<file path="src/rtl/ixc_sfifo_rd_arb.sv">
// Round-robin read arbiter for a shared SFIFO read port: grants one channel per packet and issues beats on oRdy.
// Define IXC_SFIFO_RD_ARB_WHOLE_PKT_EN to require a whole packet resident before a channel is eligible.
module ixc_sfifo_rd_arb #(
  parameter int NCH  = 4,
  parameter int LENW = 16,
  parameter int AVW  = 18
) (
  input  logic                     scgGFreq,
  input  logic                     rstN,
  input  logic [NCH-1:0]           reqV,
  input  logic [NCH*LENW-1:0]      reqLen,
  input  logic [NCH*AVW-1:0]       avail,
  input  logic                     oRdy,
  output logic                     rdEn,
  output logic [$clog2(NCH)-1:0]   rdCh,
  output logic [NCH-1:0]           gnt,
  output logic [NCH-1:0]           reqAck,
  output logic [63:0]              rdCnt,
  output logic                     busy
);

  localparam int CHW = $clog2(NCH);
  localparam int CW  = (AVW > LENW) ? AVW : LENW;

  typedef enum logic [1:0] {IDLE, ARB, XFER} state_t;

  state_t          state, state_nx;
  logic [CHW-1:0]  rr_ptr, cur_ch, pick, idx;
  logic            pick_ok, last;
  logic [LENW-1:0] remaining, pick_len;
  logic [NCH-1:0]  elig;
  logic [AVW-1:0]  cur_avail;
  logic [CW-1:0]   a_ext;
`ifdef IXC_SFIFO_RD_ARB_WHOLE_PKT_EN
  logic [CW-1:0]   l_ext;
`endif

  always_comb begin
    elig  = '0;
    a_ext = '0;
`ifdef IXC_SFIFO_RD_ARB_WHOLE_PKT_EN
    l_ext = '0;
`endif
    for (int unsigned i = 0; i < NCH; i++) begin
      a_ext = CW'(avail[AVW*i +: AVW]);
`ifdef IXC_SFIFO_RD_ARB_WHOLE_PKT_EN
      l_ext = CW'(reqLen[LENW*i +: LENW]);
      if (l_ext == '0) l_ext = CW'(1);
      elig[i] = reqV[i] && (a_ext >= l_ext);
`else
      elig[i] = reqV[i] && (a_ext != '0);
`endif
    end
  end

  // First eligible channel at or above rr_ptr; NCH is a power of two so the index wraps naturally.
  always_comb begin
    pick    = '0;
    pick_ok = 1'b0;
    idx     = '0;
    for (int unsigned k = 0; k < NCH; k++) begin
      idx = rr_ptr + CHW'(k);
      if (!pick_ok && elig[idx]) begin
        pick    = idx;
        pick_ok = 1'b1;
      end
    end
  end

  always_comb begin
    pick_len  = '0;
    cur_avail = '0;
    for (int unsigned i = 0; i < NCH; i++) begin
      if (CHW'(i) == pick)   pick_len  = reqLen[LENW*i +: LENW];
      if (CHW'(i) == cur_ch) cur_avail = avail[AVW*i +: AVW];
    end
  end

  always_comb begin
    rdEn     = (state == XFER) && oRdy && (cur_avail != '0);
    last     = rdEn && (remaining == LENW'(1));
    gnt      = (state == XFER) ? (NCH'(1) << cur_ch) : '0;
    reqAck   = last ? gnt : '0;
    busy     = (state != IDLE);
    rdCh     = cur_ch;
    state_nx = state;
    case (state)
      IDLE:    if (|elig) state_nx = ARB;
      ARB:     state_nx = pick_ok ? XFER : IDLE;
      XFER:    if (last) state_nx = IDLE;
      default: state_nx = IDLE;
    endcase
  end

  always_ff @(posedge scgGFreq) begin
    if (!rstN) begin
      state     <= IDLE;
      rr_ptr    <= '0;
      cur_ch    <= '0;
      remaining <= '0;
      rdCnt     <= '0;
    end else begin
      state <= state_nx;
      if (state == ARB && pick_ok) begin
        cur_ch    <= pick;
        remaining <= (pick_len == '0) ? LENW'(1) : pick_len;
      end
      if (rdEn) begin
        remaining <= remaining - LENW'(1);
        rdCnt     <= rdCnt + 64'd1;
      end
      if (last) rr_ptr <= cur_ch + CHW'(1);
    end
  end

endmodule

</file>
<file path="config.mk">
export PLATFORM = sky130hd
export DESIGN_NAME = ixc_sfifo_rd_arb
export DESIGN_NICKNAME = d
export VERILOG_FILES = /design/src/rtl/ixc_sfifo_rd_arb.sv
export SDC_FILE = /design/constraint.sdc
export NUM_CORES = 1
export LEC_CHECK = 0
export BUFFER_PORTS_ARGS = -buffer_cell sky130_fd_sc_hd__buf_2
export CORE_MARGIN = 1
export CORE_UTILIZATION = 40
export DETAILED_ROUTE_END_ITERATION = 7
export GPL_TIMING_DRIVEN = 0
export PLACE_DENSITY = 0.7
export SYNTH_ARGS = -nofsm -noshare
export SYNTH_HDL_FRONTEND = slang
export SYNTH_SLANG_ARGS = --single-unit
</file>
<file path="constraint.sdc">
create_clock -name scgGFreq -period 4.6 [get_ports scgGFreq]
set_input_delay 0.23 -clock scgGFreq [delete_from_list [all_inputs] [get_ports scgGFreq]]
set_output_delay 0.23 -clock scgGFreq [all_outputs]
set_load 0.01 [all_outputs]
</file>
==> summary.txt <==
Run status
  – Status: complete, but fails checks
  – Failing checks: design-rule violations

Route
  – Via count: 5126
  – Vias/cell: 5.121
  – DRT iter0 DRCs: 299
  – Drt drc: 16
  – Detail Route Antenna Nets: 0
  – Drt wl/cell: 14.33 µm
  – DRT Pass-1 Iters: 7
  – WL final: 14350 µm

Synth
  – Synth warn: 0
  – Post-synthesis sequential area ratio: 35.94%
  – Synth Area per Inst: 7.678 µm²
  – Mux share of post-synthesis cell area: 0%
  – Post-synthesis compound-gate area fraction: 15.64%
  – Number of synthesized flops with an enable pin: 0
  – Fraction of the mapped netlist area in simple logic gates: 32.59%
  – Seq cells post-synth: 86
  – Synthesized area: 4791 µm²
  – Gate Count Post-Synth: 624
  – FFs w/ async S/R, synth: 0%
  – Synth Area in XOR/XNOR: 10.05%
  – Net count after synthesis: 774
  – Cell variety after synth: 56
  – Synth Area in Adders: 1.828%
  – Largest family of logic cells by synthesized area: simple AND/OR/NAND/NOR gates
  – Primary FF master, synth: dfxtp_1

Power
  – Leak: 2.840 nW
  – VDD IR-drop max: 211.4 µV
  – Pwr per Cell Area: 293.3 nW/µm²

Placed design
  – Post-Place Setup Slack: 1.326 ns
  – Input/output buffers: 218
  – Final HPWL DP: 11180 µm
  – Final Wtd Congestion: 0.8534

Global route
  – Vias in the first global route: 4722
  – Antenna violations before repair: 0
  – Global-route wire length before repair: 23400 µm
  – Global Route Usage Sum: 23.16%
  – Pin count of the biggest net entering global routing: 15
  – GRT overflow: 0

Worst setup path
  – Crit path DAT: 3.36 ns
  – Worst path slowest cell: clkbuf_1
  – Worst Path Required: 4.37 ns
  – CP Capture Type: primary output
  – Critical Path Fanout Max: 10
  – CP startpoint kind: flip-flop
  – CP cell instances: inv_1, ha_1, nor2b_1, o21ai_0, a311oi_1, o21ai_0, inv_1, clkbuf_1, nand4b_1, nor2_1, buf_2
  – Slowest cell delay on critical path: 0.44 ns
  – CP Class: flip-flop to primary output

Finish
  – P&R area growth vs syn: 33.69%
  – Most common cell after layout, fill and taps aside: buf_2
  – Net count, final: 1003
  – Most frequent cells in the layout: buf_2 (222), nand2_1 (96), dfxtp_1 (86)
  – Layout cells sized above 1: 29.60%
  – # fillers: 1142
  – Diodes inserted: 0

STA
  – Fmax: 278.2 MHz
  – Final WS setup: 1.006 ns
  – Clk_skew: 0.009329 ns
  – Final worst path period need: 3.594 ns
  – Crit share post-route: 78.14%
  – # setup viols final: 0
  – Fin. max-slew vios: 0
  – Final setup TNS: 0 ns
  – Final-report hold violation count: 0
  – Rel. slew slack: 52.36%
  – Worst Tran Pin Value: 0.7072 ns
  – RSZ-0062 raised after global routing: no

Floorplan
  – Die X: 111.4 µm
  – Core ar.: 11560 µm²
  – Starting density of the core: 41.43%
  – Row count: 39
  – Die Y-Extent: 111.4 µm
  – Die area: 12420 µm²
  – # IOs: 219

Clock tree
  – Clock slew seen by the registers of the worst setup and hold paths: 0.06 ns
  – CTS Root Cell: clkbuf_16
  – Number of buffers created by CTS: 9
  – CTS tree: yes
  – Hold_buf cts: 0
  – Sink Count: 86
  – Post-CTS Resized: 0
  – Clock Path Buffers: 2
  – Post CTS Setup Buffer Count: 0
  – CTS HTree Levels: 3
  – Worst-Skew Late Latency: 0.34 ns

Hold path
  – Worst min path class: input port to flip-flop

Job
  – Number of max-cap violations: 0
## per-layer routing
metal,part of all wire (%),up-vias,GRT usage [%]
met5,0,-,0
met4,0.82,0,6.036
met3,5.0,8,4.573
met2,46,137,37.67
met1,49,2325,31.38
li1,-,2656,-
## worst paths after layout
kind	from	cells after the start	slack [ns]	endpoint
worst max register to register	rdCh[1]	10	1.33	rdCnt[31]
worst min-delay path	rstN	2	0.26	remaining[15]
worst min register to register	remaining[8]	2	0.48	remaining[8]
worst max-delay path	rdCh[1]	11	1.01	reqAck[2]
## through the flow
stage | total power, mW | instances | hold slack [ns] | cell area, µm² | utilization [%]
floorplan | 0.9600 | 624 | 0.3475 | 4791 | -
global placement | 1.076 | 985 | 0.4631 | 6061 | 52.41
detailed placement | 1.078 | 985 | 0.4758 | 6061 | 52.41
CTS | 1.893 | 1001 | 0.2552 | 6405 | 55.38
global route | 1.961 | 1001 | 0.2631 | 6405 | 55.38
finish | 1.878 | 1001 | 0.2574 | 6405 | 55.38
## cell families (layout without fill, tap and decap cells)
| family | after synthesis | after routing |
|---|---|---|
| buffers and inverters | 47 | 281 |
| xor gates and xnor gates | 55 | 55 |
| and+or+nand+nor | 311 | 311 |
| adders and majority gates | 7 | 7 |
| DFF | 86 | 86 |
| AOI/OAI and AO/OA | 118 | 118 |
## critical path, delay by kind of cell (launching register included)
family / cells / cell delay (ns)
buf+inv: 4 / 0.89
compound gates: 3 / 0.85
simple gates: 3 / 0.66
flops: 1 / 0.40
fa+ha+maj: 1 / 0.22
## sequential cells by signal, summed over array words and instances, names as in the netlist
name	count
rdCh	2
rr_ptr	2
rdCnt	64
remaining	16
state	2
## cells in the mapped netlist, drive strengths merged (12+ instances only)
cell | count | area share, %
or3 | 16 | 2.1
a32oi | 17 | 3.1
dfxtp | 86 | 36
a21oi | 45 | 4.7
nand3 | 25 | 2.6
inv | 20 | 1.6
nand2 | 97 | 7.7
nor3 | 12 | 1.3
nor2 | 81 | 6.4
clkbuf | 20 | 1.6
xor2 | 31 | 5.7
nor4 | 24 | 3.9
o21ai | 24 | 2.5
xnor2 | 24 | 4.4
and2 | 18 | 2.4
## where the power goes
part	internal (mW)	leakage, nW	switching [mW]
clock network	0.522	0.169	0.290
logic	0.120	1.98	0.159
registers	0.767	0.696	0.0196
total	1.41	2.84	0.469
## final cells by class
cell class | instances | area [µm²] | share of cell area (%)
Buffer | 26 | 110.1 | 1.719
Clock buffer | 12 | 266.5 | 4.161
Clock inverter | 4 | 77.57 | 1.211
Inverter | 21 | 78.83 | 1.231
Multi-Input combinational cell | 491 | 2880 | 44.97
Sequential cell | 86 | 1722 | 26.88
Tap cell | 143 | 178.9 | 2.794
Timing Repair Buffer | 218 | 1091 | 17.03
Note: power is estimated with default switching activity, not from simulation.
